$ cat src/rtl/can_bit_sampler.sv
// rtl/can_bit_sampler.sv - CAN bit timing recovery, sample point capture and bit destuffing
//
// Purpose:
//   Recovers CAN bit timing from the bus, samples can_rx at a configurable
//   sample point, removes stuff bits inside the stuffed region and reports
//   stuff rule violations.
//
// Parameters:
//   clk_speed_MHz      system clock frequency in MHz
//   can_bit_rate_Kbits CAN bit rate in Kbit/s
//   sample_pct         sample point as a percent of the bit time
//
// Ports:
//   clk           system clock, rising edge
//   rst_n         synchronous active-low reset
//   can_rx        bus level (1 = recessive, 0 = dominant)
//   sof_detect    one-cycle start-of-frame strobe, starts a frame from IDLE
//   stuff_en      high while the parser is inside the stuffed region
//   frame_done    one-cycle strobe ending the frame
//   rx_bit        destuffed bit value, qualified by rx_bit_valid
//   rx_bit_valid  one-cycle strobe per emitted data bit
//   bit_index     index of the bit on rx_bit (saturates at 255)
//   stuff_err     one-cycle strobe on a stuff rule violation
//   busy          high while a frame is being sampled

module can_bit_sampler #(
    parameter int clk_speed_MHz      = 100,
    parameter int can_bit_rate_Kbits = 1000,
    parameter int sample_pct         = 75
) (
    input  logic       clk,
    input  logic       rst_n,
    input  logic       can_rx,
    input  logic       sof_detect,
    input  logic       stuff_en,
    input  logic       frame_done,
    output logic       rx_bit,
    output logic       rx_bit_valid,
    output logic [7:0] bit_index,
    output logic       stuff_err,
    output logic       busy
);

    localparam int BIT_CYC    = (clk_speed_MHz * 1000) / can_bit_rate_Kbits;
    localparam int SAMPLE_CNT = BIT_CYC * sample_pct / 100;
    localparam int CNT_W      = (BIT_CYC > 1) ? $clog2(BIT_CYC) : 1;

    localparam logic [CNT_W-1:0] CNT_SAMPLE = CNT_W'(SAMPLE_CNT);
    localparam logic [CNT_W-1:0] CNT_LAST   = CNT_W'(BIT_CYC - 1);
    localparam logic [CNT_W-1:0] CNT_ONE    = CNT_W'(1);
    localparam logic [CNT_W-1:0] CNT_ZERO   = '0;

    // Five identical samples in a row force a stuff bit of opposite value.
    localparam logic [2:0] RUN_MAX = 3'd5;

    typedef enum logic {
        IDLE   = 1'b0,
        ACTIVE = 1'b1
    } state_t;

    state_t           state;
    state_t           state_nxt;

    logic [CNT_W-1:0] bit_cnt;
    logic [CNT_W-1:0] bit_cnt_inc;
    logic [2:0]       run_cnt;
    logic             last_val;
    logic [7:0]       bit_idx;
    logic             rx_d;

    logic             fall_edge;
    logic             at_sample;
    logic             sample_hit;
    logic             leave_frame;
    logic             do_emit;
    logic             do_discard;
    logic             do_violate;

    // ------------------------------------------------------------------
    // FSM: state register
    // ------------------------------------------------------------------
    always_ff @(posedge clk) begin
        if (!rst_n) begin
            state <= IDLE;
        end else begin
            state <= state_nxt;
        end
    end

    // ------------------------------------------------------------------
    // FSM: next state
    // A stuff violation is reported while still ACTIVE; the registered
    // stuff_err then drops the block to IDLE one cycle later. frame_done
    // leaves immediately.
    // ------------------------------------------------------------------
    always_comb begin
        state_nxt = state;
        case (state)
            IDLE: begin
                if (sof_detect) begin
                    state_nxt = ACTIVE;
                end
            end
            ACTIVE: begin
                if (frame_done || stuff_err) begin
                    state_nxt = IDLE;
                end
            end
            default: state_nxt = IDLE;
        endcase
    end

    // ------------------------------------------------------------------
    // FSM: outputs
    // ------------------------------------------------------------------
    always_comb begin
        busy = (state == ACTIVE);
    end

    // ------------------------------------------------------------------
    // Bit timing and sample decode
    // ------------------------------------------------------------------
    assign fall_edge   = rx_d && !can_rx;
    assign bit_cnt_inc = (bit_cnt == CNT_LAST) ? CNT_ZERO : bit_cnt + CNT_ONE;
    assign leave_frame = frame_done || stuff_err;
    assign at_sample   = (bit_cnt == CNT_SAMPLE);

    // frame_done wins over a coincident sample, so nothing is emitted then.
    assign sample_hit  = (state == ACTIVE) && at_sample && !leave_frame;

    always_comb begin
        do_emit    = 1'b0;
        do_discard = 1'b0;
        do_violate = 1'b0;
        if (sample_hit) begin
            if (stuff_en && (run_cnt == RUN_MAX)) begin
                if (can_rx != last_val) begin
                    do_discard = 1'b1;
                end else begin
                    do_violate = 1'b1;
                end
            end else begin
                do_emit = 1'b1;
            end
        end
    end

    // ------------------------------------------------------------------
    // Datapath: counters, run tracking and registered outputs
    // ------------------------------------------------------------------
    always_ff @(posedge clk) begin
        if (!rst_n) begin
            rx_d         <= 1'b1;
            bit_cnt      <= CNT_ZERO;
            run_cnt      <= 3'd0;
            last_val     <= 1'b0;
            bit_idx      <= 8'd0;
            rx_bit       <= 1'b0;
            rx_bit_valid <= 1'b0;
            bit_index    <= 8'd0;
            stuff_err    <= 1'b0;
        end else begin
            rx_d         <= can_rx;
            rx_bit_valid <= 1'b0;
            stuff_err    <= 1'b0;

            if (state == IDLE) begin
                // Counters rest at zero; SOF marks the start of bit 0, so
                // the bit-time counter starts at 1.
                bit_cnt  <= sof_detect ? CNT_ONE : CNT_ZERO;
                run_cnt  <= 3'd0;
                last_val <= 1'b0;
                bit_idx  <= 8'd0;
            end else if (leave_frame) begin
                bit_cnt  <= CNT_ZERO;
                run_cnt  <= 3'd0;
                last_val <= 1'b0;
                bit_idx  <= 8'd0;
            end else begin
                // Hard resync on any falling edge except at the sample point,
                // where the edge belongs to the sampled bit and is ignored.
                if (at_sample) begin
                    bit_cnt <= bit_cnt_inc;
                end else if (fall_edge) begin
                    bit_cnt <= CNT_ONE;
                end else begin
                    bit_cnt <= bit_cnt_inc;
                end

                if (sample_hit) begin
                    last_val <= can_rx;
                    if (!stuff_en) begin
                        run_cnt <= 3'd0;
                    end else if (do_discard) begin
                        run_cnt <= 3'd1;
                    end else if (!do_violate) begin
                        // A fresh run (count 0) or a change of level restarts at 1.
                        if ((run_cnt == 3'd0) || (can_rx != last_val)) begin
                            run_cnt <= 3'd1;
                        end else begin
                            run_cnt <= run_cnt + 3'd1;
                        end
                    end
                end

                if (do_emit) begin
                    rx_bit       <= can_rx;
                    rx_bit_valid <= 1'b1;
                    bit_index    <= bit_idx;
                    if (bit_idx != 8'hFF) begin
                        bit_idx <= bit_idx + 8'd1;
                    end
                end

                if (do_violate) begin
                    stuff_err <= 1'b1;
                end
            end
        end
    end

endmodule

$ cat config.mk
export PLATFORM = sky130hd
export DESIGN_NAME = can_bit_sampler
export DESIGN_NICKNAME = d
export VERILOG_FILES = /design/src/rtl/can_bit_sampler.sv
export SDC_FILE = /design/constraint.sdc
export NUM_CORES = 1
export LEC_CHECK = 0
export ABC_AREA = 1
export ABC_CLOCK_PERIOD_IN_PS = 1400
export CELL_PAD_IN_SITES_DETAIL_PLACEMENT = 1
export CELL_PAD_IN_SITES_GLOBAL_PLACEMENT = 2
export CORE_ASPECT_RATIO = 1.2
export CORE_MARGIN = 4
export CORE_UTILIZATION = 28
export CTS_CLUSTER_DIAMETER = 100
export CTS_CLUSTER_SIZE = 14
export DETAILED_ROUTE_END_ITERATION = 12
export PLACE_DENSITY = 0.77
export SKIP_LAST_GASP = 1
export SLEW_MARGIN = 20
export SYNTH_ARGS = -nofsm -noshare
export SYNTH_HDL_FRONTEND = slang
export SYNTH_SLANG_ARGS = --single-unit
$ cat constraint.sdc
create_clock -name clk -period 1.4 [get_ports clk]
set_clock_uncertainty 0.1 [all_clocks]
set_input_delay 0.28 -clock clk [delete_from_list [all_inputs] [get_ports clk]]
set_output_delay 0.28 -clock clk [all_outputs]
set_load 0.005 [all_outputs]
=== Word level (Yosys, flattened, before mapping) ===
Index checks and enable logic that the tools add are counted.

* Bitwise gates (word level): 3
* Add/subtract/negate cells: 3
* Reduce and logical (&&, ||, !) cells: 13
* Eq/ne operators: 6
* Mux-type cells: 23

{| class="wikitable"
|+ Operators with widths
! cell !! number
|-
| 7-bit two-way mux || 5
|-
| 7-bit equality test, second input constant || 2
|-
| 1-bit two-way mux || 13
|-
| 3-bit two-way mux || 4
|-
| 8-bit by 1-bit adder with 8-bit output, second input constant || 1
|-
| 8-bit inequality test, second input constant || 1
|-
| 7-bit by 1-bit adder with 7-bit output, second input constant || 1
|-
| 1-bit logical AND || 4
|-
| 2-bit AND reduction || 2
|-
| 3-bit by 1-bit adder with 3-bit output, second input constant || 1
|-
| 3-bit equality test, second input constant || 1
|-
| 3-bit logical NOT || 1
|-
| 3-bit inequality test, second input constant || 1
|-
| 1-bit inverter || 3
|-
| 3-bit AND reduction || 1
|-
| 3-bit OR reduction || 1
|-
| 1-bit logical NOT || 2
|-
| 1-bit logical OR || 2
|-
| 1-bit one-hot mux with 2 select lines || 1
|-
| 1-bit inequality test || 1
|}

* Input bits: 6
* Register bits after elaboration: 32

=== Longest topological paths before layout ===
Gate-level depths: netlist of run 1.

* Depth in word-level cells: 7
* Depth in mapped cells: 10
* Mapped depth without buffers: 10

=== Worst setup path before layout of run 1 ===
OpenSTA, ideal clock, no wires.

* Kind: register to register
* From: register bit_cnt[0]
* To: register bit_idx[0]
* Slack: -55 ps
* Library setup time: 113 ps
* Required time: 1187 ps
* Data arrival time: 1242 ps
* Period minus slack after synthesis: 1455 ps
* Cell stages (with the launch flop): 10
* Path buffers: 1
* Cells stage by stage: dfxtp_1 -> ha_1 -> nand3_1 -> nor2_4 -> nand3_2 -> buf_6 -> nor2_4 -> nand2_1 -> nand2_1 -> nor2_1

* Longest elaborated chain between the ends: 5

{| class="wikitable"
|+ RTL lines
! element !! line !! text
|-
| start: declaration || 64 || <nowiki>logic [CNT_W-1:0] bit_cnt;</nowiki>
|-
| start signal: assignment || 170 || <nowiki>bit_cnt <= sof_detect ? CNT_ONE : CNT_ZERO;</nowiki>
|-
| start signal: assignment || 183 || <nowiki>bit_cnt <= bit_cnt_inc;</nowiki>
|-
| start signal: assignment || 187 || <nowiki>bit_cnt <= bit_cnt_inc;</nowiki>
|-
| 7-bit equality test || 126 || <nowiki>assign at_sample = (bit_cnt == CNT_SAMPLE);</nowiki>
|-
| 1-bit logical AND (2 in a row) || 129 || <nowiki>assign sample_hit = (state == ACTIVE) && at_sample && !leave_frame;</nowiki>
|-
| 1-bit two-way mux || 135 || <nowiki>if (sample_hit) begin</nowiki>
|-
| 2-bit AND reduction (no source line) || n/a ||
|-
| end signal: assignment || 211 || <nowiki>bit_idx <= bit_idx + 8'd1;</nowiki>
|-
| end: declaration || 68 || <nowiki>logic [7:0] bit_idx;</nowiki>
|}

No other way between the ends.
A chain may end at the register's enable or synchronous reset.

=== Worst setup path after layout of run 1 ===
* From: register bit_cnt[1]
* To: register bit_idx[6]

Same word-level chain as after synthesis.

==> implementation parameters, run 1 <==
Parameter                              Value

Run status
  Status ... finished with violations
  Violated checks ... setup timing

Placement
  Pre-CTS setup slack ... -0.357 ns
  Placed cell count ... 330
  Port Buf Inserts ... 17
  Final weighted congestion of routability-driven global placement ... 0.793
  Detail Placement HPWL ... 3310 µm

Floorplan
  Die width ... 76.4 µm
  IO Count ... 18
  Die footprint ... 6880 µm²
  Core ar. ... 5370 µm²
  Count of standard-cell rows ... 29
  Chip height ... 90.1 µm
  Effective utilization at floorplan ... 0.293

GRT
  Global-route wire length before repair ... 7630 µm
  Vias in the first global route ... 1637
  Initial antenna violation count ... 0
  Largest net degree at the start of global routing ... 11
  Overall Global Routing Usage ... 0.136
  Total global routing overflow ... 0

Layout
  Count of filler cells inserted in the layout ... 654
  Layout cell share with drive strength beyond 1 ... 0.443
  Post-layout instance count excluding filler cells ... 342
  Area overhead of the layout relative to synthesis ... 61.7%
  N_diodes ... 0
  Total Nets Final ... 290

Clock network
  # H-tree levels ... 2
  Worst-case clock buffer depth ... 2
  Sinks on Clock Net ... 32
  Clock-pin slew on the worst setup and hold paths ... 0.07 ns
  CTS tree ... built
  Root Buffer Master ... sky130_fd_sc_hd__clkbuf_8
  Clock latency on the worst-skew pair ... 0.29 ns
  Number of buffers created by CTS ... 5

Critical path
  Arrival time of data at the critical path endpoint ... 1.56 ns
  Worst Setup End Kind ... register
  Library cell appearing most often on the critical path ... sky130_fd_sc_hd__nand3_4
  Maximum fanout encountered on the critical timing path ... 5
  Cell with the largest stage delay on the worst path ... sky130_fd_sc_hd__dfxtp_2
  Worst endpoint required time ... 1.49 ns
  Startpoint type of the worst setup path ... register
  WS Path Type ... reg2reg
  Max stage delay on crit path ... 0.35 ns
  Critical-path cell list ... ha_4 > nand3_4 > nor2_4 > nand3_4 > clkinv_4 > buf_6 > nand4_1 > nand2_1 > inv_1

Timing
  Timing-limited maximum frequency ... 680 MHz
  Fin. max-slew vios ... 0
  PnR worst setup slack ... -0.0711 ns
  Fraction of the cycle the final worst path needs ... 1.05
  Rel. slew slack ... 0.757
  Slew of the pin with the lowest slew margin ... 0.362 ns
  Fin. Hold Viols ... 0
  Shortest period the worst path allows ... 1.47 ns
  Setup repair after global routing missed its margin ... true
  Final setup fails ... 15

Synthesis
  Flip-flop and latch count after synthesis ... 32
  Count of mapped cells out of synthesis ... 215
  Synth area leaders ... sky130_fd_sc_hd__dfxtp_1 (41%), sky130_fd_sc_hd__nand2_1 (16%), sky130_fd_sc_hd__a21oi_1 (5.4%)
  Count of flip-flops with a built-in enable after synthesis ... 0
  Yosys cell types ... 25
  Proportion of netlist area held by the largest area contributor ... 0.407
  Dominant register cell in the synthesized netlist ... sky130_fd_sc_hd__dfxtp_1
  Library cell with the highest instance count after synthesis ... sky130_fd_sc_hd__nand2_1
  Synthesized area ... 1570 µm²
  Total number of yosys warnings ... 0
  Post-synthesis area per instance ... 7.32 µm²
  Post-synthesis cell type with the largest combined area ... sky130_fd_sc_hd__dfxtp_1
  Net count of the mapped netlist ... 226
  Sequential-to-total area share from yosys stat ... 0.407
  Top cells by instance count after synthesis ... sky130_fd_sc_hd__nand2_1 (67), sky130_fd_sc_hd__dfxtp_1 (32), sky130_fd_sc_hd__inv_1 (18), sky130_fd_sc_hd__nor2_1 (18), sky130_fd_sc_hd__a21oi_1 (17)
  Share of flip-flops with an asynchronous set or reset ... 0

Hold path
  HP Class ... reg2reg

Route
  Drt first pass iters ... 3
  Antenna viol nets, final ... 0
  Met3 routed wirelength ... 121 µm
  Initial DRC count ... 29
  Post-detailed-route DRC marker count ... 0
  Detail-routed net length per standard cell ... 13.3 µm
  Top layer used by detailed routing ... met4
  Routed via count ... 1565
  Total met2 wirelength after detailed routing ... 2380 µm
  Wire length the detailed router placed on met1 ... 2000 µm
  Number of vias per cell ... 4.58
  Total detailed-routing wirelength ... 4560 µm

Power
  Leakage Power ... 1.14 nW
  Pwr dens ... 794 nW/µm²
  Maximum vdd drop ... 567 µV
  Final total power ... 2.02 mW

Job
  Max-capacitance violation count ... 0
[stage by stage]
| step | setup TNS, ns | hold WS, ns | area (µm²) | utilization |
|---|---|---|---|---|
| floorplan | 0 | 0.249 | 1580 | - |
| global placement | -7.47 | 0.362 | 2120 | 0.395 |
| detailed placement | -8.34 | 0.361 | 2120 | 0.395 |
| CTS | -0.351 | 0.370 | 2370 | 0.442 |
| global route | -2.17 | 0.387 | 2540 | 0.474 |
| finish | -0.334 | 0.363 | 2540 | 0.474 |
[state kept, by name, summed over array words and instances (netlist names)]
signal        flops
busy              1
rx_bit            1
bit_idx           8
stuff_err         1
rx_bit_valid      1
run_cnt           3
last_val          1
bit_index         8
bit_cnt           7
rx_d              1
[power by group]
group	total [mW]	leakage, nW	internal, mW	switching (mW)
clock	0.996	0.0645	0.628	0.368
sequential	0.922	0.265	0.917	0.00512
combinational	0.101	0.810	0.0499	0.0508
total	2.02	1.14	1.60	0.423
[area by class of cell]
cell class	count	area, µm²	area share
multi-input cells	154	1030	0.406
flip-flops and latches	32	657	0.258
repair buffers	63	552	0.217
inverters	23	98.8	0.0389
clock buffers	7	96.3	0.0379
well taps	62	77.6	0.0305
clock inverters	1	30.0	0.0118
[cells by family after synthesis]
kind of cell,count (synthesis),synth area share
simple gates,122,0.371
xor+xnor,8,0.0446
compound gates,19,0.0605
flops,32,0.407
buf+inv,29,0.0772
fa+ha+maj,5,0.0398
[worst paths after layout]
kind | startpoint | end | slack, ns | depth (start not counted)
max reg2reg | bit_cnt[1] | bit_idx[6] | -0.07 | 9
min | bit_index[6] | bit_index[6] | 0.36 | 2
max | bit_cnt[1] | bit_idx[6] | -0.07 | 9
min reg2reg | bit_index[6] | bit_index[6] | 0.36 | 2
[what timing repair did]
item	4_1_cts	5_1_grt
endpoints found under the setup margin	35	30
pin swaps	9	25
hold buffers	0	0
buffers inserted	2	3
resized for setup	49	45
[cell usage in the layout (no fill, tap or decap), types with 8 or more instances in the layout]
| cell type | instances |
|---|---|
| sky130_fd_sc_hd__buf_6 | 8 |
| sky130_fd_sc_hd__buf_4 | 36 |
| sky130_fd_sc_hd__dfxtp_2 | 13 |
| sky130_fd_sc_hd__inv_1 | 15 |
| sky130_fd_sc_hd__nor2_1 | 14 |
| sky130_fd_sc_hd__nand2_2 | 10 |
| sky130_fd_sc_hd__dfxtp_1 | 19 |
| sky130_fd_sc_hd__a21oi_2 | 9 |
| sky130_fd_sc_hd__dlygate4sd2_1 | 13 |
| sky130_fd_sc_hd__a21oi_1 | 8 |
| sky130_fd_sc_hd__nand2_1 | 51 |
[worst max-delay path: cells and delay by family (launching register included)]
family	cells	cell delay [ns]
AND/OR/NAND/NOR	5	0.50
flip-flops	1	0.35
buffers and inverters	3	0.25
adder cells (fa/ha/maj)	1	0.17
[per-layer routing]
metal	GRT usage	up-vias
met5	0	-
met4	0.0544	0
met2	0.238	17
met3	0.0280	6
li1	-	812
met1	0.163	730
No activity file was read; power rests on OpenSTA's default activity.
==> run 2, diff against run 1 <==
--- a/config.mk
+++ b/config.mk
@@ -5,17 +5,16 @@
 export SDC_FILE = /design/constraint.sdc
 export NUM_CORES = 1
 export LEC_CHECK = 0
-export ABC_AREA = 1
 export ABC_CLOCK_PERIOD_IN_PS = 1400
 export CELL_PAD_IN_SITES_DETAIL_PLACEMENT = 1
 export CELL_PAD_IN_SITES_GLOBAL_PLACEMENT = 2
 export CORE_ASPECT_RATIO = 1.2
 export CORE_MARGIN = 4
-export CORE_UTILIZATION = 28
-export CTS_CLUSTER_DIAMETER = 100
+export CORE_UTILIZATION = 30
+export CTS_CLUSTER_DIAMETER = 150
 export CTS_CLUSTER_SIZE = 14
 export DETAILED_ROUTE_END_ITERATION = 12
-export PLACE_DENSITY = 0.77
+export PLACE_DENSITY_LB_ADDON = 0.1
 export SKIP_LAST_GASP = 1
 export SLEW_MARGIN = 20
 export SYNTH_ARGS = -nofsm -noshare
==> implementation parameters, run 2 <==
Parameter                              Value

Timing
  Timing-limited maximum frequency ... 574 MHz (was 680 MHz)
  Fin. max-slew vios ... 0 (unchanged)
  Setup repair after global routing missed its margin ... true (unchanged)
  PnR worst setup slack ... -0.341 ns (was -0.0711 ns)
  Fraction of the cycle the final worst path needs ... 1.24 (was 1.05)
  Rel. slew slack ... 0.700 (was 0.757)
  Setup total negative slack ... -7.38 ns (was -0.334 ns)
  Fin. Hold Viols ... 0 (unchanged)
  Final setup fails ... 29 (was 15)
  Shortest period the worst path allows ... 1.74 ns (was 1.47 ns)
  Slew of the pin with the lowest slew margin ... 0.449 ns (was 0.362 ns)

Critical path
  Cell with the largest stage delay on the worst path ... sky130_fd_sc_hd__o311ai_1 (was sky130_fd_sc_hd__dfxtp_2)
  Reg2reg start ... bit_cnt[1] (unchanged)
  Crit. Startpoint ... bit_cnt[1] (unchanged)
  Critical-path cell list ... ha_4 > and4bb_4 > buf_6 > nand4_4 > o311ai_1 > o41ai_1 (was ha_4 > nand3_4 > nor2_4 > nand3_4 > clkinv_4 > buf_6 > nand4_1 > nand2_1 > inv_1)
  WS Path Type ... reg2reg (unchanged)
  Worst Setup End Kind ... register (unchanged)
  Maximum fanout encountered on the critical timing path ... 6 (was 5)
  Worst endpoint required time ... 1.46 ns (was 1.49 ns)
  Startpoint type of the worst setup path ... register (unchanged)
  Max stage delay on crit path ... 0.36 ns (was 0.35 ns)
  Arrival time of data at the critical path endpoint ... 1.80 ns (was 1.56 ns)

Power
  Net Switching ... 0.452 mW (was 0.423 mW)
  Leakage Power ... 1.08 nW (was 1.14 nW)
  Maximum vdd drop ... 560 µV (was 567 µV)
  Pwr dens ... 802 nW/µm² (was 794 nW/µm²)
  Internal power summed over all cells ... 1.61 mW (was 1.60 mW)
  Sequential group share of total power ... 0.446 (was 0.457)
  Switch share ... 0.220 (was 0.210)
  Clock share of power ... 0.495 (was 0.493)
  Power share of the combinational group ... 0.059 (was 0.050)

GRT
  Total global routing overflow ... 0 (unchanged)
  Global-route wire length before repair ... 8290 µm (was 7630 µm)
  Overall Global Routing Usage ... 0.169 (was 0.136)
  Vias in the first global route ... 1677 (was 1637)
  Largest net degree at the start of global routing ... 15 (was 11)
  Initial antenna violation count ... 0 (unchanged)

Run status
  Violated checks ... setup timing (unchanged)
  Status ... finished with violations (unchanged)

Clock network
  Root Buffer Master ... sky130_fd_sc_hd__clkbuf_8 (unchanged)
  Sinks on Clock Net ... 32 (unchanged)
  Number of buffers created by CTS ... 5 (unchanged)
  Worst-case clock buffer depth ... 2 (unchanged)
  Clock latency on the worst-skew pair ... 0.29 ns (about the same)
  Count of hold buffers inserted by post-cts repair ... 0 (unchanged)
  CTS tree ... built (unchanged)
  # H-tree levels ... 2 (unchanged)
  Clock-pin slew on the worst setup and hold paths ... 0.08 ns (was 0.07 ns)

Floorplan
  Count of standard-cell rows ... 28 (was 29)
  IO Count ... 18 (unchanged)
  Effective utilization at floorplan ... 0.312 (was 0.293)
  Chip height ... 86.5 µm (was 90.1 µm)
  Die footprint ... 6350 µm² (was 6880 µm²)
  Die width ... 73.4 µm (was 76.4 µm)
  Core ar. ... 4940 µm² (was 5370 µm²)

Layout
  Post-layout instance count excluding filler cells ... 305 (was 342)
  Area overhead of the layout relative to synthesis ... 66.9% (was 61.7%)
  Most common cell after layout, fill and taps aside ... sky130_fd_sc_hd__buf_4 (was sky130_fd_sc_hd__nand2_1)
  Total Nets Final ... 255 (was 290)
  N_diodes ... 0 (unchanged)
  Top Registers ... bit_idx (8), bit_index (8), bit_cnt (7) (unchanged)
  Commonest cells after routing, fill and taps aside ... sky130_fd_sc_hd__buf_4 (44), sky130_fd_sc_hd__dfxtp_1 (25), sky130_fd_sc_hd__nand2_1 (15) (was sky130_fd_sc_hd__nand2_1 (51), sky130_fd_sc_hd__buf_4 (36), sky130_fd_sc_hd__dfxtp_1 (19))
  Layout cell share with drive strength beyond 1 ... 0.490 (was 0.443)

Synthesis
  Yosys cell types ... 43 (was 25)
  Count of flip-flops with a built-in enable after synthesis ... 0 (unchanged)
  Total number of yosys warnings ... 0 (unchanged)
  Count of mapped cells out of synthesis ... 169 (was 215)
  Library cell with the highest instance count after synthesis ... sky130_fd_sc_hd__dfxtp_1 (was sky130_fd_sc_hd__nand2_1)
  Proportion of netlist area held by the largest area contributor ... 0.416 (was 0.407)
  Post-synthesis area per instance ... 9.11 µm² (was 7.32 µm²)
  Sequential-to-total area share from yosys stat ... 0.416 (was 0.407)
  Dominant register cell in the synthesized netlist ... sky130_fd_sc_hd__dfxtp_1 (unchanged)
  Flip-flop and latch count after synthesis ... 32 (unchanged)
  Top cells by instance count after synthesis ... sky130_fd_sc_hd__dfxtp_1 (32), sky130_fd_sc_hd__nand2_1 (26), sky130_fd_sc_hd__nand3_1 (11) (was sky130_fd_sc_hd__nand2_1 (67), sky130_fd_sc_hd__dfxtp_1 (32), sky130_fd_sc_hd__inv_1 (18), sky130_fd_sc_hd__nor2_1 (18), sky130_fd_sc_hd__a21oi_1 (17))
  Post-synthesis cell type with the largest combined area ... sky130_fd_sc_hd__dfxtp_1 (unchanged)
  Net count of the mapped netlist ... 180 (was 226)
  Share of flip-flops with an asynchronous set or reset ... 0 (unchanged)
  Synth area leaders ... sky130_fd_sc_hd__dfxtp_1 (42%), sky130_fd_sc_hd__nand2_1 (6.3%), sky130_fd_sc_hd__a21boi_1 (4.4%) (was sky130_fd_sc_hd__dfxtp_1 (41%), sky130_fd_sc_hd__nand2_1 (16%), sky130_fd_sc_hd__a21oi_1 (5.4%))
  Synthesized area ... 1540 µm² (was 1570 µm²)

Route
  Antenna viol nets, final ... 0 (unchanged)
  Number of vias per cell ... 5.16 (was 4.58)
  Detail-routed net length per standard cell ... 16.5 µm (was 13.3 µm)
  Total detailed-routing wirelength ... 5040 µm (was 4560 µm)
  Drt first pass iters ... 4 (was 3)
  Routed via count ... 1574 (was 1565)
  Initial DRC count ... 56 (was 29)
  Post-detailed-route DRC marker count ... 0 (unchanged)

Hold path
  HP Class ... reg2reg (unchanged)
  Launch instance of the worst min-delay path ... bit_index[5] (was bit_index[6])

Placement
  Placed cell count ... 287 (was 330)
  Port Buf Inserts ... 17 (unchanged)
  Detail Placement HPWL ... 3410 µm (was 3310 µm)
  Final weighted congestion of routability-driven global placement ... 0.749 (was 0.793)
  Pre-CTS setup slack ... -0.688 ns (was -0.357 ns)

Job
  Max-capacitance violation count ... 0 (unchanged)
## run 2: critical path: cells and delay by family, from the launching register on
kind / cells / cell delay [ns]
compound gates: 2 / 0.51
fa+ha+maj: 1 / 0.15
buf+inv: 1 / 0.11
simple gates: 2 / 0.39
flops: 1 / 0.35
## run 2: power groups by stage
stage / Clock (mW) / Sequential, mW / Combinational, mW
floorplan: 0 / 0.942 / 0.0390
global placement: 0 / 0.943 / 0.0936
detailed placement: 0 / 0.943 / 0.0949
CTS: 1.03 / 0.921 / 0.108
global route: 1.08 / 0.920 / 0.132
finish: 1.02 / 0.919 / 0.122
## run 2: final timing paths
path / end / slack (ns) / cells past startpoint
setup / recovery: bit_idx[2] / -0.34 / 6
hold / removal: bit_index[5] / 0.35 / 2
setup reg to reg: bit_idx[2] / -0.34 / 6
hold reg to reg: bit_index[5] / 0.35 / 2
## run 2: per-layer routing
layer  vias up  global-route usage  part of all wire
met1       775               0.191              0.41
met2        29               0.303              0.53
met3        14              0.0406             0.028
li1        756                   -                 -
met4         0              0.0610             0.029
met5         -                   0                 0
## run 2: metrics by stage
step	total power, mW	utilization	hold slack, ns	cell area [µm²]
floorplan	0.981	-	0.253	1600
global placement	1.04	0.437	0.341	2160
detailed placement	1.04	0.437	0.349	2160
CTS	2.06	0.488	0.352	2410
global route	2.13	0.520	0.366	2570
finish	2.06	0.520	0.350	2570
## run 2: layout make-up
type / instances / area, µm²
repair buffers: 71 / 589
fillers: 555 / 2370
inverters: 6 / 22.5
flip-flops and latches: 32 / 652
clock inverters: 1 / 30.0
clock buffers: 7 / 96.3
multi-input cells: 128 / 1100
well taps: 60 / 75.1
## run 2: what timing repair did
action	in CTS	in global routing
pin swaps	19	17
resized for setup	45	33
buffers inserted	4	5
gates cloned	2	0
hold endpoints to repair	0	0
endpoints found under the setup margin	42	32
## run 2: logic make-up (layout without fill, tap and decap cells)
kind of cell	after synthesis	in the layout	synth area share
fa+ha+maj	5	5	0.0406
compound gates	35	35	0.158
flops	32	32	0.416
xor+xnor	6	6	0.0341
simple gates	80	80	0.316
mux	2	2	0.0130
buf+inv	9	85	0.0227
==> run 3, diff against run 2 <==
--- a/config.mk
+++ b/config.mk
@@ -16,7 +16,6 @@
 export DETAILED_ROUTE_END_ITERATION = 12
 export PLACE_DENSITY_LB_ADDON = 0.1
 export SKIP_LAST_GASP = 1
-export SLEW_MARGIN = 20
 export SYNTH_ARGS = -nofsm -noshare
 export SYNTH_HDL_FRONTEND = slang
 export SYNTH_SLANG_ARGS = --single-unit
==> constraint.sdc (replaced) <==
create_clock -name clk -period 1.4 [get_ports clk]
set_clock_uncertainty 0.1 [all_clocks]
set_input_delay 0.28 -clock clk [delete_from_list [all_inputs] [get_ports clk]]
set_output_delay 0.28 -clock clk [all_outputs]
set_load 0.02 [all_outputs]
==> implementation parameters, run 3 (same netlist as run 2, synthesis figures left out) <==
Parameter                              Value

Hold path
  Launch instance of the worst min-delay path ... can_rx (was bit_index[5])
  Number of cells on the worst hold path ... 3 (was 2)
  Endpoint of the worst hold path ... last_val (was bit_index[5])
  HP Class ... in2reg (was reg2reg)

Power
  Clock share of power ... 0.469 (was 0.495)
  Power share of the combinational group ... 0.067 (was 0.059)
  Internal power summed over all cells ... 1.54 mW (was 1.61 mW)
  Switch share ... 0.221 (was 0.220)
  Net Switching ... 0.438 mW (was 0.452 mW)
  Leakage Power ... 1.11 nW (was 1.08 nW)
  Maximum vdd drop ... 355 µV (was 560 µV)
  Sequential group share of total power ... 0.464 (was 0.446)
  Pwr dens ... 747 nW/µm² (was 802 nW/µm²)

Floorplan
  IO Count ... 18 (unchanged)
  Chip height ... 86.5 µm (unchanged)
  Effective utilization at floorplan ... 0.312 (unchanged)
  Die footprint ... 6350 µm² (unchanged)
  Die width ... 73.4 µm (unchanged)
  Core ar. ... 4940 µm² (unchanged)
  Count of standard-cell rows ... 28 (unchanged)

Timing
  PnR worst setup slack ... -0.368 ns (was -0.341 ns)
  Final setup fails ... 31 (was 29)
  Timing-limited maximum frequency ... 566 MHz (was 574 MHz)
  Setup repair after global routing missed its margin ... true (unchanged)
  Slew of the pin with the lowest slew margin ... 0.346 ns (was 0.449 ns)
  Fin. Hold Viols ... 0 (unchanged)
  Setup total negative slack ... -7.79 ns (was -7.38 ns)
  Fraction of the cycle the final worst path needs ... 1.26 (was 1.24)
  Shortest period the worst path allows ... 1.77 ns (was 1.74 ns)
  Fin. max-slew vios ... 0 (unchanged)
  Rel. slew slack ... 0.769 (was 0.700)

Critical path
  Capture point of the worst reg-to-reg path ... bit_idx[6] (was bit_idx[2])
  Maximum fanout encountered on the critical timing path ... 4 (was 6)
  Worst Setup End Kind ... register (unchanged)
  Setup slack on the worst flop-to-flop path ... -0.37 ns (was -0.34 ns)
  CP delay by family, top ... simple AND/OR/NAND/NOR gates (was compound AO/OA/AOI/OAI gates)
  WS Path Type ... reg2reg (unchanged)
  Cell with the largest stage delay on the worst path ... sky130_fd_sc_hd__or4_4 (was sky130_fd_sc_hd__o311ai_1)
  Buffers plus inverters on the worst setup path ... 0 (was 1)
  Max stage delay on crit path ... 0.50 ns (was 0.36 ns)
  Critical-path cell list ... ha_4 > and4bb_4 > nand4_4 > or4_4 > and3_1 (was ha_4 > and4bb_4 > buf_6 > nand4_4 > o311ai_1 > o41ai_1)
  Worst endpoint required time ... 1.49 ns (was 1.46 ns)
  Arrival time of data at the critical path endpoint ... 1.85 ns (was 1.80 ns)
  Reg2reg start ... bit_cnt[0] (was bit_cnt[1])
  Worst R2R Path Depth ... 5 (was 6)
  Startpoint type of the worst setup path ... register (unchanged)

Layout
  Multi-input gate area ... 1110 µm² (was 1100 µm²)
  Utilization of the core after routing ... 0.537 (was 0.520)
  Commonest cells after routing, fill and taps aside ... sky130_fd_sc_hd__buf_4 (53), sky130_fd_sc_hd__dfxtp_1 (26), sky130_fd_sc_hd__nand2_1 (20) (was sky130_fd_sc_hd__buf_4 (44), sky130_fd_sc_hd__dfxtp_1 (25), sky130_fd_sc_hd__nand2_1 (15))
  Sequential cell area ... 651 µm² (was 652 µm²)
  Layout cell share with drive strength beyond 1 ... 0.480 (was 0.490)
  Final standard cell area without fillers ... 2650 µm² (was 2570 µm²)
  Total Nets Final ... 266 (was 255)
  Top Registers ... bit_idx (8), bit_index (8), bit_cnt (7) (unchanged)
  N_diodes ... 0 (unchanged)
  Most common cell after layout, fill and taps aside ... sky130_fd_sc_hd__buf_4 (unchanged)
  Count of filler cells inserted in the layout ... 563 (was 555)
  Area overhead of the layout relative to synthesis ... 72.2% (was 66.9%)

Clock network
  Worst-case clock buffer depth ... 2 (unchanged)
  Clock latency on the worst-skew pair ... 0.29 ns (about the same)
  Clock-pin slew on the worst setup and hold paths ... 0.07 ns (was 0.08 ns)
  # H-tree levels ... 2 (unchanged)
  Root Buffer Master ... sky130_fd_sc_hd__clkbuf_8 (unchanged)
  Count of hold buffers inserted by post-cts repair ... 0 (unchanged)
  Number of buffers created by CTS ... 5 (unchanged)
  Sinks on Clock Net ... 32 (unchanged)
  CTS tree ... built (unchanged)

Route
  Detail-routed net length per standard cell ... 17.0 µm (was 16.5 µm)
  Routed via count ... 1612 (was 1574)
  Number of vias per cell ... 5.10 (was 5.16)
  Initial DRC count ... 27 (was 56)
  Post-detailed-route DRC marker count ... 0 (unchanged)
  Antenna viol nets, final ... 0 (unchanged)
  Total detailed-routing wirelength ... 5370 µm (was 5040 µm)
  Drt first pass iters ... 2 (was 4)

Job
  Max-capacitance violation count ... 0 (unchanged)

GRT
  Overall Global Routing Usage ... 0.178 (was 0.169)
  Vias in the first global route ... 1791 (was 1677)
  Initial antenna violation count ... 0 (unchanged)
  Global-route wire length before repair ... 8640 µm (was 8290 µm)
  Largest net degree at the start of global routing ... 15 (unchanged)
  Total global routing overflow ... 0 (unchanged)

Run status
  Violated checks ... setup timing (unchanged)
  Status ... finished with violations (unchanged)

Placement
  Detail Placement HPWL ... 3690 µm (was 3410 µm)
  Port Buf Inserts ... 17 (unchanged)
  Post-placement cell area ... 2200 µm² (was 2160 µm²)
  Final weighted congestion of routability-driven global placement ... 0.808 (was 0.749)
==> run 3: tightest hold or removal path: stages <==
cell	delay, ns
sky130_fd_sc_hd__dlymetal6s2s_1	0.22
sky130_fd_sc_hd__nand2_4	0.10
sky130_fd_sc_hd__a21oi_2	0.05
==> run 3: repair_timing <==
action | 4_1_cts | 5_1_grt
endpoints found under the setup margin | 42 | 30
resized for setup | 45 | 28
buffers inserted | 5 | 10
hold endpoints to repair | 0 | 0
gates cloned | 1 | 1
pin swaps | 10 | 15
==> run 3: layer usage <==
metal	part of all wire	global-route usage	vias up
li1	-	-	779
met1	0.38	0.186	803
met2	0.58	0.351	19
met3	0.021	0.0278	11
met4	0.018	0.0593	0
met5	0	0	-
==> run 3: layout make-up <==
type                            instances  area share
Multi-Input combinational cell        128       0.417
Clock buffer                            8      0.0458
Inverter                                6     0.00849
Sequential cell                        32       0.245
Tap cell                               60      0.0283
Timing Repair Buffer                   82       0.255
==> run 3: worst max-delay path by stage <==
stage,start,to,slack (ns),cells past startpoint
3_3_place_gp,frame_done,bit_idx[6],-0.67,5
6_report,bit_cnt[0],bit_idx[6],-0.37,5
4_1_cts,bit_cnt[0],bit_idx[7],-0.37,5
2_1_floorplan,bit_cnt[1],bit_idx[6],-0.35,5
5_1_grt,busy,bit_index[0],-0.42,6
3_5_place_dp,frame_done,bit_idx[7],-0.71,5
==> run 3: power groups by stage <==
| stage | Clock, mW | Sequential [mW] | Combinational (mW) |
|---|---|---|---|
| 5_1_grt | 0.986 | 0.920 | 0.143 |
| 3_3_place_gp | 0 | 0.941 | 0.100 |
| 6_report | 0.929 | 0.920 | 0.133 |
| 2_1_floorplan | 0 | 0.944 | 0.0391 |
| 4_1_cts | 0.949 | 0.920 | 0.113 |
| 3_5_place_dp | 0 | 0.941 | 0.103 |
==> run 3: metrics by stage <==
step                      total power [mW]  cells  setup WS, ns  hold slack (ns)
after floorplan                      0.983    169        -0.353            0.253
after global placement                1.04    292        -0.675            0.342
after detailed placement              1.04    292        -0.708            0.347
after CTS                             1.98    305        -0.369            0.355
after global routing                  2.05    316        -0.424            0.299
final                                 1.98    316        -0.368            0.299
